**src/rtl/ball_engine_if.sv**
```systemverilog
// Paddle span and enable in, ball position, hit/miss pulses, score and run status out.
// Latency: none (signal bundle only).
// Backpressure: none; every signal is a plain level or a one-clock pulse.
interface ball_engine_if #(
   parameter int BIT_WIDTH  = 3,
   parameter int ROW_BITS   = 3,
   parameter int SCORE_BITS = 8
);
   logic                  en;
   logic [BIT_WIDTH-1:0]  state_left;
   logic [BIT_WIDTH-1:0]  state_right;
   logic [BIT_WIDTH-1:0]  ball_x;
   logic [ROW_BITS-1:0]   ball_y;
   logic                  hit;
   logic                  miss;
   logic [SCORE_BITS-1:0] score;
   logic                  running;

   // Paddle/game-control side drives the inputs and watches the ball.
   modport master (
      output en, state_left, state_right,
      input  ball_x, ball_y, hit, miss, score, running
   );

   // The ball engine itself.
   modport slave (
      input  en, state_left, state_right,
      output ball_x, ball_y, hit, miss, score, running
   );
endinterface

```
**src/rtl/ball_engine.sv**
```systemverilog
// Ball motion/collision: moves one ball cell per TICK_DIV clocks, reflects off walls and paddle, counts hits.
// Latency: position, hit and miss register on the tick edge and are visible the following cycle.
// Backpressure: none; free-running. Optional BALL_AUTO_SERVE_EN re-serves 4 ticks after a miss.
module ball_engine #(
   parameter int BIT_WIDTH  = 3,
   parameter int COLS       = 6,
   parameter int ROWS       = 8,
   parameter int ROW_BITS   = 3,
   parameter int START_X    = 2,
   parameter int TICK_DIV   = 4,
   parameter int SCORE_BITS = 8
) (
   input logic         clk,
   input logic         rst_n,
   ball_engine_if.slave bus
);
   localparam int CNT_BITS = $clog2(TICK_DIV);

   localparam logic [BIT_WIDTH-1:0]  X_START   = BIT_WIDTH'(START_X);
   localparam logic [BIT_WIDTH-1:0]  X_MAX     = BIT_WIDTH'(COLS - 1);
   localparam logic [BIT_WIDTH-1:0]  X_ONE     = BIT_WIDTH'(1);
   localparam logic [ROW_BITS-1:0]   Y_CHK     = ROW_BITS'(ROWS - 2);
   localparam logic [ROW_BITS-1:0]   Y_HIT     = ROW_BITS'(ROWS - 3);
   localparam logic [ROW_BITS-1:0]   Y_BOT     = ROW_BITS'(ROWS - 1);
   localparam logic [ROW_BITS-1:0]   Y_ONE     = ROW_BITS'(1);
   localparam logic [CNT_BITS-1:0]   CNT_MAX   = CNT_BITS'(TICK_DIV - 1);
   localparam logic [CNT_BITS-1:0]   CNT_ONE   = CNT_BITS'(1);
   localparam logic [SCORE_BITS-1:0] SCORE_MAX = '1;
   localparam logic [SCORE_BITS-1:0] SCORE_ONE = SCORE_BITS'(1);

   typedef enum logic [1:0] {IDLE, SERVE, RUN, MISS} state_t;

   state_t                state_q, state_d;
   logic [CNT_BITS-1:0]   cnt_q, cnt_d;
   logic [BIT_WIDTH-1:0]  x_q, x_d;
   logic [ROW_BITS-1:0]   y_q, y_d;
   logic                  dx_q, dx_d;     // 1 = moving right
   logic                  dy_q, dy_d;     // 1 = moving down
   logic [SCORE_BITS-1:0] score_q, score_d;
   logic                  hit_q, hit_d;
   logic                  miss_q, miss_d;

   // Candidate move for the current position; only committed on a RUN tick.
   logic [BIT_WIDTH-1:0]  nx;
   logic [ROW_BITS-1:0]   ny;
   logic                  dx_mv, dy_mv, hit_mv, miss_mv;
   logic                  tick;

`ifdef BALL_AUTO_SERVE_EN
   logic [1:0]            mt_q, mt_d;     // ticks spent in MISS before re-serve
`endif

   assign tick = (cnt_q == CNT_MAX);

   // Next-position calculation: horizontal reflection first, then the paddle test uses the reflected column.
   always_comb begin
      nx      = x_q + X_ONE;
      ny      = y_q;
      dx_mv   = dx_q;
      dy_mv   = dy_q;
      hit_mv  = 1'b0;
      miss_mv = 1'b0;
      if (dx_q && (x_q == X_MAX)) begin
         dx_mv = 1'b0;
         nx    = X_MAX - X_ONE;
      end else if (!dx_q && (x_q == '0)) begin
         dx_mv = 1'b1;
         nx    = X_ONE;
      end else if (!dx_q) begin
         nx = x_q - X_ONE;
      end
      if (!dy_q) begin
         if (y_q == '0) begin
            dy_mv = 1'b1;
            ny    = Y_ONE;
         end else begin
            ny = y_q - Y_ONE;
         end
      end else if (y_q < Y_CHK) begin
         ny = y_q + Y_ONE;
      end else if ((bus.state_left <= nx) && (nx <= bus.state_right)) begin
         // An inverted span (left > right) can never satisfy this, so it always misses.
         dy_mv  = 1'b0;
         ny     = Y_HIT;
         hit_mv = 1'b1;
      end else begin
         ny      = Y_BOT;
         miss_mv = 1'b1;
      end
   end

   // FSM next state, tick counter and datapath updates; en low overrides everything.
   always_comb begin
      state_d = state_q;
      cnt_d   = cnt_q;
      x_d     = x_q;
      y_d     = y_q;
      dx_d    = dx_q;
      dy_d    = dy_q;
      score_d = score_q;
      hit_d   = 1'b0;
      miss_d  = 1'b0;
`ifdef BALL_AUTO_SERVE_EN
      mt_d    = mt_q;
`endif
      if (state_q != IDLE) begin
         cnt_d = tick ? '0 : cnt_q + CNT_ONE;
      end
      if (!bus.en) begin
         state_d = IDLE;
         cnt_d   = '0;
         x_d     = X_START;
         y_d     = '0;
         dx_d    = 1'b1;
         dy_d    = 1'b1;
         score_d = '0;
`ifdef BALL_AUTO_SERVE_EN
         mt_d    = '0;
`endif
      end else begin
         case (state_q)
            IDLE: begin
               state_d = SERVE;
               cnt_d   = '0;
            end
            SERVE: begin
               if (tick) state_d = RUN;
            end
            RUN: begin
               if (tick) begin
                  x_d    = nx;
                  y_d    = ny;
                  dx_d   = dx_mv;
                  dy_d   = dy_mv;
                  hit_d  = hit_mv;
                  miss_d = miss_mv;
                  if (hit_mv && (score_q != SCORE_MAX)) score_d = score_q + SCORE_ONE;
                  if (miss_mv) begin
                     state_d = MISS;
`ifdef BALL_AUTO_SERVE_EN
                     mt_d    = '0;
`endif
                  end
               end
            end
            MISS: begin
`ifdef BALL_AUTO_SERVE_EN
               // Fourth tick re-serves; the counter wraps to 0 on that same tick.
               if (tick) begin
                  if (mt_q == 2'd3) begin
                     state_d = SERVE;
                     x_d     = X_START;
                     y_d     = '0;
                     dx_d    = 1'b1;
                     dy_d    = 1'b1;
                     mt_d    = '0;
                  end else begin
                     mt_d = mt_q + 2'd1;
                  end
               end
`else
               state_d = MISS;
`endif
            end
            default: state_d = IDLE;
         endcase
      end
   end

   // State and datapath registers.
   always_ff @(posedge clk or negedge rst_n) begin
      if (!rst_n) begin
         state_q <= IDLE;
         cnt_q   <= '0;
         x_q     <= X_START;
         y_q     <= '0;
         dx_q    <= 1'b1;
         dy_q    <= 1'b1;
         score_q <= '0;
         hit_q   <= 1'b0;
         miss_q  <= 1'b0;
      end else begin
         state_q <= state_d;
         cnt_q   <= cnt_d;
         x_q     <= x_d;
         y_q     <= y_d;
         dx_q    <= dx_d;
         dy_q    <= dy_d;
         score_q <= score_d;
         hit_q   <= hit_d;
         miss_q  <= miss_d;
      end
   end

`ifdef BALL_AUTO_SERVE_EN
   // Miss-delay tick counter for the automatic re-serve.
   always_ff @(posedge clk or negedge rst_n) begin
      if (!rst_n) mt_q <= '0;
      else        mt_q <= mt_d;
   end
`endif

   assign bus.ball_x  = x_q;
   assign bus.ball_y  = y_q;
   assign bus.hit     = hit_q;
   assign bus.miss    = miss_q;
   assign bus.score   = score_q;
   assign bus.running = (state_q == RUN);
endmodule

```
**src/flat_wrapper.sv**
```systemverilog
// flat-port wrapper written by rule: the top's interface ports become plain ports
module ball_engine_flat 
#(
   parameter int BIT_WIDTH  = 3,
   parameter int COLS       = 6,
   parameter int ROWS       = 8,
   parameter int ROW_BITS   = 3,
   parameter int START_X    = 2,
   parameter int TICK_DIV   = 4,
   parameter int SCORE_BITS = 8
)
  (clk, rst_n, bus_en, bus_state_left, bus_state_right, bus_ball_x, bus_ball_y, bus_hit, bus_miss, bus_score, bus_running);
  ball_engine_if #(.BIT_WIDTH(BIT_WIDTH), .ROW_BITS(ROW_BITS), .SCORE_BITS(SCORE_BITS)) bus_i ();
  input logic clk;
  input logic rst_n;
  input wire logic [$bits(bus_i.en)-1:0] bus_en;
  input wire logic [$bits(bus_i.state_left)-1:0] bus_state_left;
  input wire logic [$bits(bus_i.state_right)-1:0] bus_state_right;
  output wire logic [$bits(bus_i.ball_x)-1:0] bus_ball_x;
  output wire logic [$bits(bus_i.ball_y)-1:0] bus_ball_y;
  output wire logic [$bits(bus_i.hit)-1:0] bus_hit;
  output wire logic [$bits(bus_i.miss)-1:0] bus_miss;
  output wire logic [$bits(bus_i.score)-1:0] bus_score;
  output wire logic [$bits(bus_i.running)-1:0] bus_running;
  assign bus_i.en = bus_en;
  assign bus_i.state_left = bus_state_left;
  assign bus_i.state_right = bus_state_right;
  assign bus_ball_x = bus_i.ball_x;
  assign bus_ball_y = bus_i.ball_y;
  assign bus_hit = bus_i.hit;
  assign bus_miss = bus_i.miss;
  assign bus_score = bus_i.score;
  assign bus_running = bus_i.running;
  ball_engine #(.BIT_WIDTH(BIT_WIDTH), .COLS(COLS), .ROWS(ROWS), .ROW_BITS(ROW_BITS), .START_X(START_X), .TICK_DIV(TICK_DIV), .SCORE_BITS(SCORE_BITS)) u_core (.clk(clk), .rst_n(rst_n), .bus(bus_i));
endmodule
```
**config.mk**
```make
export PLATFORM = sky130hd
export DESIGN_NAME = ball_engine_flat
export DESIGN_NICKNAME = d
export VERILOG_FILES = /design/src/rtl/ball_engine_if.sv /design/src/rtl/ball_engine.sv /design/src/flat_wrapper.sv
export SDC_FILE = /design/constraint.sdc
export NUM_CORES = 1
export LEC_CHECK = 0
export CAP_MARGIN = 20
export CORE_MARGIN = 2
export CORE_UTILIZATION = 54
export CTS_BUF_LIST = sky130_fd_sc_hd__clkbuf_2 sky130_fd_sc_hd__clkbuf_4 sky130_fd_sc_hd__clkbuf_8
export DETAILED_ROUTE_END_ITERATION = 10
export PLACE_DENSITY_LB_ADDON = 0.08
export SYNTH_ARGS = -nofsm -noshare
export SYNTH_HDL_FRONTEND = slang
export SYNTH_SLANG_ARGS = --single-unit
export TNS_END_PERCENT = 5
```
**constraint.sdc**
```tcl
create_clock -name clk -period 3.38 [get_ports clk]
set_clock_uncertainty 0.15 [all_clocks]
set_input_delay 0.676 -clock clk [delete_from_list [all_inputs] [get_ports clk]]
set_output_delay 0.676 -clock clk [all_outputs]
set_load 0.01 [all_outputs]
```
======== Word level (Yosys, flattened, before mapping) ========
Index checks and enable logic that the tools add are counted.
word-level totals
  output and inout bits ................... 17
  input port bits ......................... 9
  bits in registers ....................... 22
operators by class
  $lt $le $gt $ge ......................... 3
  add/sub/neg operators ................... 6
  multiplexer cells ....................... 49
  reduce and logical (&&, ||, !) cells .... 13
  equality and inequality tests ........... 14
operators with widths
  operator               number
  $mux W3                12
  $mux W8                4
  $mux W1                23
  $mux W2                9
  $ne A3 B2 Y1 const B   3
  $reduce_and A3 Y1      3
  $add A8 B1 Y8 const B  1
  $ne A8 B8 Y1 const B   1
  $pmux W2 S4            1
  $add A3 B1 Y3 const B  2
  $eq A2 B2 Y1 const B   3
  $le A3 B3 Y1           2
  $logic_not A3 Y1       2
  $ne A2 B1 Y1 const B   3
  $ne A3 B1 Y1 const B   2
  $sub A3 B1 Y3 const B  2
  $logic_and A1 B1 Y1    4
  $eq A3 B3 Y1 const B   1
  $lt A3 B3 Y1 const B   1
  $add A2 B1 Y2 const B  1
  $eq A2 B1 Y1 const B   1
  $logic_not A2 Y1       1
  $reduce_and A2 Y1      1
  $reduce_bool A2 Y1     1
  $logic_not A1 Y1       1

======== Logic depth before layout (Yosys ltp) ========
Gate-level depths: netlist of the first run.
  word-level depth ........................ 14
  mapped depth ............................ 14
  gate-level depth less buffers ........... 13

======== Worst setup path before layout of the first run ========
Ideal clock, no wire load.
  kind .................................... reg2reg
  start ................................... register u_core.x_q[1], in the netlist u_core.bus.ball_x[1]
  end ..................................... register u_core.score_q[6], in the netlist u_core.bus.score[6]
  path buffers ............................ 0
  arrival ................................. 2.907 ns
  stages on the path, launching flop included .. 12
  path slack .............................. 0.245 ns
  clock period less this slack ............ 3.135 ns
  data required time ...................... 3.153 ns
  path through ............................ dfstp_2 inv_1 fa_1 nor2b_1 a21oi_1 o21ai_0 inv_1 ha_1 o21ai_0 o22ai_1 or4_1 a21oi_1
between the ends
  longest elaborated chain between the ends .. 12
RTL lines
  item                                                   line                                  text
  start: declaration                                     ball_engine.sv:35                     logic [BIT_WIDTH-1:0] x_q, x_d;
  start signal: assignment                               ball_engine.sv:175                    x_q <= X_START;
  start signal: assignment                               ball_engine.sv:185                    x_q <= x_d;
  $sub A3 B1 Y3 (tied with other cells)                  ball_engine.sv:70                     nx = x_q - X_ONE;
  $mux W3 / $logic_and A1 B1 Y1 (equally long branches)  ball_engine.sv:69, ball_engine.sv:66
  $mux W3                                                ball_engine.sv:66                     end else if (!dx_q && (x_q == '0)) begin
  $mux W3 *                                              ball_engine.sv:63                     if (dx_q && (x_q == X_MAX)) begin
  $le A3 B3 Y1                                           ball_engine.sv:81                     end else if ((bus.state_left <= nx) && (nx <= bus.state_right)) begin
  $logic_and A1 B1 Y1 *                                  ball_engine.sv:81
  $mux W1 *                                              ball_engine.sv:81
  $mux W1 *                                              ball_engine.sv:79                     end else if (y_q < Y_CHK) begin
  $mux W1 *                                              ball_engine.sv:72                     if (!dy_q) begin
  $logic_and A1 B1 Y1 *                                  ball_engine.sv:137                    if (hit_mv && (score_q != SCORE_MAX)) score_d = score_q + SCORE_ONE;
  $ne A2 B1 Y1 (no source line) *                        --
  $reduce_and A3 Y1 (no source line) *                   --
  end signal: assignment                                 ball_engine.sv:189                    score_q <= score_d;
  end: declaration                                       ball_engine.sv:39                     logic [SCORE_BITS-1:0] score_q, score_d;
Every way passes the cells marked *; elsewhere a longest branch is shown, timed or not.
A chain may end at the register's enable or synchronous reset.

======== Worst setup path in the final report of the first run ========
  start ................................... register u_core.x_q[1], in the netlist u_core.bus.ball_x[1]
  end ..................................... register u_core.score_q[4], in the netlist u_core.bus.score[4]
Same word-level chain as after synthesis.

==> results of run 1 <==
[cell usage after synthesis, drive strengths merged, types with 2 or more instances]
cell	number
nor2b	4
nand3	9
o211ai	2
nor2	7
a31oi	4
o22ai	3
nand2	9
a211o	2
clkbuf	6
ha	12
nor3	8
inv	20
a21o	2
a21oi	14
o31ai	4
dfstp	3
dfrtp	19
buf	2
o21ai	12
and3	2
a211oi	2
or3	3
or4	3
[registers in the layout, indices dropped and copies added, names as in the netlist]
name / count
u_core.bus.score: 8
u_core.bus.hit: 1
u_core.bus.miss: 1
u_core.bus.ball_x: 3
u_core.state_q: 2
u_core.bus.ball_y: 3
u_core.cnt_q: 2
u_core.dx_q: 1
u_core.dy_q: 1
[kinds of logic (layout without fill, tap and decap cells)]
family	after synthesis	after routing	share of synthesized area, %
and+or+nand+nor	50	50	18.7
AOI/OAI and AO/OA	48	48	21.0
buffers and inverters	28	53	8.61
DFF	22	22	38.5
adders and majority gates	13	13	11.8
xor gates and xnor gates	1	1	0.609
muxes	1	1	0.696
[layer usage]
metal / wire length (um) / part of all wire, % / track usage (%)
met1: 1440 / 48 / 27.4
met2: 1450 / 48 / 31.1
met3: 85 / 2.8 / 3.49
met4: 27 / 0.90 / 8.71
met5: 0 / 0 / 0
[stage by stage]
step	cell area [sq um]	hold WS (ns)	util (%)	worst slack, ns
after floorplan	1440	0.230	-	0.245
after global placement	1710	0.273	68.3	0.154
after detailed placement	1710	0.282	68.3	0.00886
after CTS	1760	0.300	70.4	0.0669
after global routing	1780	0.325	71.2	-0.00942
final	1780	0.298	71.2	0.155
[cell type report]
class	count	area (sq um)	share of cell area [%]
Multi-Input combinational cell	113	781	43.9
Sequential cell	22	554	31.1
Timing Repair Buffer	29	280	15.7
Inverter	20	75.1	4.22
Tap cell	30	37.5	2.11
Clock inverter	1	30.0	1.69
Clock buffer	3	22.5	1.26
[final timing paths]
kind | start | end | slack, ns | cells after the start
min reg2reg | u_core.cnt_q[0] | u_core.cnt_q[0] | 0.30 | 1
min in group asynchronous | rst_n | u_core.bus.ball_y[0] | 0.72 | 1
max in group asynchronous | rst_n | u_core.dx_q | 1.68 | 2
max | u_core.bus.ball_x[1] | u_core.bus.score[4] | 0.15 | 13
min | u_core.cnt_q[0] | u_core.cnt_q[0] | 0.30 | 1
max reg2reg | u_core.bus.ball_x[1] | u_core.bus.score[4] | 0.15 | 13
[power by group through the flow]
stage	clock [mW]	combinational [mW]	sequential [mW]
after floorplan	0	0.0236	0.271
after global placement	0	0.0407	0.271
after global routing	0.216	0.0486	0.267
after detailed placement	0	0.0425	0.272
final	0.203	0.0433	0.267
after CTS	0.209	0.0425	0.267
[timing repair]
| item | CTS | global route |
|---|---|---|
| endpoints found under the setup margin | 2 | 5 |
| pin swaps | 0 | 0 |
| gates resized for setup | 1 | 8 |
[worst max-delay path, stage by stage (launching register included)]
cell and delay (ns):
dfstp_2 0.55, inv_1 0.07, fa_2 0.36, nor2b_1 0.15, a21o_1 0.15, a21oi_1 0.17
o21ai_2 0.10, ha_1 0.32, nand3_1 0.11, o21ai_2 0.08, o22ai_1 0.09, buf_4 0.19
or4_1 0.51, a21oi_1 0.15
[cell usage in the layout, fill, tap and decap left out, types with 2 or more instances in the layout]
cell,count
a21oi_1,13
inv_1,20
nor3_1,8
ha_1,12
a211oi_2,2
o21ai_0,9
or3_1,3
clkbuf_4,3
nor2_1,7
clkdlybuf4s50_1,25
nor2b_1,3
o21ai_2,2
buf_4,4
or4_1,2
a31oi_1,4
nand3_1,8
o31ai_1,4
a21o_1,2
o22ai_1,3
nand2_1,9
o211ai_1,2
dfstp_2,3
a211o_1,2
dfrtp_1,19
==> flow_summary.yaml, run 1 <==
synth:
  synth_edf_count: 0
  synth_area_sq_um: 1440
  syn_nets: 185
  synth.area.top_cells: "dfrtp_1 (33%), ha_1 (10%), dfstp_2 (5.5%)"
  synth_area_per_cell_sq_um: 8.83
  synth_top_area_share_pct: 33.0
  synth_cells: 163
  yosysTopAreaCell: "dfrtp_1"
  yosysSeqAreaShare_pct: 38.5
  synth.distinct_cells: 38
  synthFlopType: "dfrtp_1"
  synth_seq_cells: 22
  yosys_warnings: 0
  async_flop_share_pct: 100
sta:
  post-route-min-period_ns: 3.23
  tns_ns: 0
  slew_violations: 0
  final_hold_viol_count: 0
  relSlewSlack_pct: 37.3
  fin_crit_sh_pct: 95.4
  tightest_slew_ns: 0.938
  max_freq_mhz: 310
  setup_viol: 0
finish:
  fin_nets: 211
  nFillCells: 205
  layout-drive-gt1-share_pct: 11.2
  num_antenna_cells: 0
  final_cells: 218
  area_delta_synth_final_pct: 23.7
route:
  wl_per_cell_um: 13.8
  vias: 1282
  drc: 0
  postRouteAntennaNets: 0
  wirelength_um: 3000
  drt_iter0_drc: 29
  firstDrtPassIters: 4
  vias_per_cell: 5.88
power:
  p_switching_uw: 109
  p_comb_share_pct: 8.4
  finalPower_uw: 513
  intPower_uw: 404
  p_per_area_nw_per_um2: 288
  ir_worst_vdd_mv: 0.296
  power_frac_clock_pct: 39.5
  leakagePower_nw: 0.777
  p_sw_share_pct: 21.3
  p_seq_share_pct: 52.0
floorplanning:
  die_w_um: 55.6
  coreArea_sq_um: 2500
  row_count: 18
  die_h_um: 55.6
  io_pins: 26
  dieArea_sq_um: 3090
  initial_utilization_pct: 57.6
global_routing:
  grt_max_degree: 22
  antenna_found_initial: 0
  grt_use_total_pct: 20.0
  grt_pass1_vias: 1226
  grt_pass1_wl_um: 5060
  overflow: 0
clocking:
  clockRootBuffer: "clkbuf_4"
  cts_max_level: 1
  clkSinkCount: 22
  cts_hold_buf: 0
  cts_tree: "built"
  clk_latency_ns: 0.31
  postCtsSetupBuffers: 0
  clockBufferDepth: 2
  cts_buffers: 3
  clk_pin_slew_ns: 0.12
setup_path:
  critPathCaptureType: "register"
  crit_required_ns: 3.47
  setup.worst_path.class: "register to register"
  cp-start-kind: "register"
  arrival_ns: 3.32
  worstPathMaxFanout: 16
placed_design:
  post-dp-hpwl_um: 2230
  port_buffers: 25
  place_congestion: 0.798
  placed_cells: 214
flow_run:
  maxCapViolations: 0
hold_path:
  hp-class: "register to register"
outcome:
  status: "finished, final reports clean"
Note: power is estimated with default switching activity, not from simulation.
==> run 2, diff against run 1 <==
--- a/config.mk
+++ b/config.mk
@@ -14,4 +14,4 @@
 export SYNTH_ARGS = -nofsm -noshare
 export SYNTH_HDL_FRONTEND = slang
 export SYNTH_SLANG_ARGS = --single-unit
-export TNS_END_PERCENT = 5
+export TNS_END_PERCENT = 1
==> results of run 2 <==
Same layout as run 1: the final DEF is identical, and so are final timing and power.
==> run 3, diff against run 2 <==
--- a/config.mk
+++ b/config.mk
@@ -10,6 +10,7 @@
 export CORE_UTILIZATION = 54
 export CTS_BUF_LIST = sky130_fd_sc_hd__clkbuf_2 sky130_fd_sc_hd__clkbuf_4 sky130_fd_sc_hd__clkbuf_8
 export DETAILED_ROUTE_END_ITERATION = 10
+export GPL_ROUTABILITY_DRIVEN = 0
 export PLACE_DENSITY_LB_ADDON = 0.08
 export SYNTH_ARGS = -nofsm -noshare
 export SYNTH_HDL_FRONTEND = slang
==> results of run 3 <==
Same layout as run 1: the final DEF is identical, and so are final timing and power.
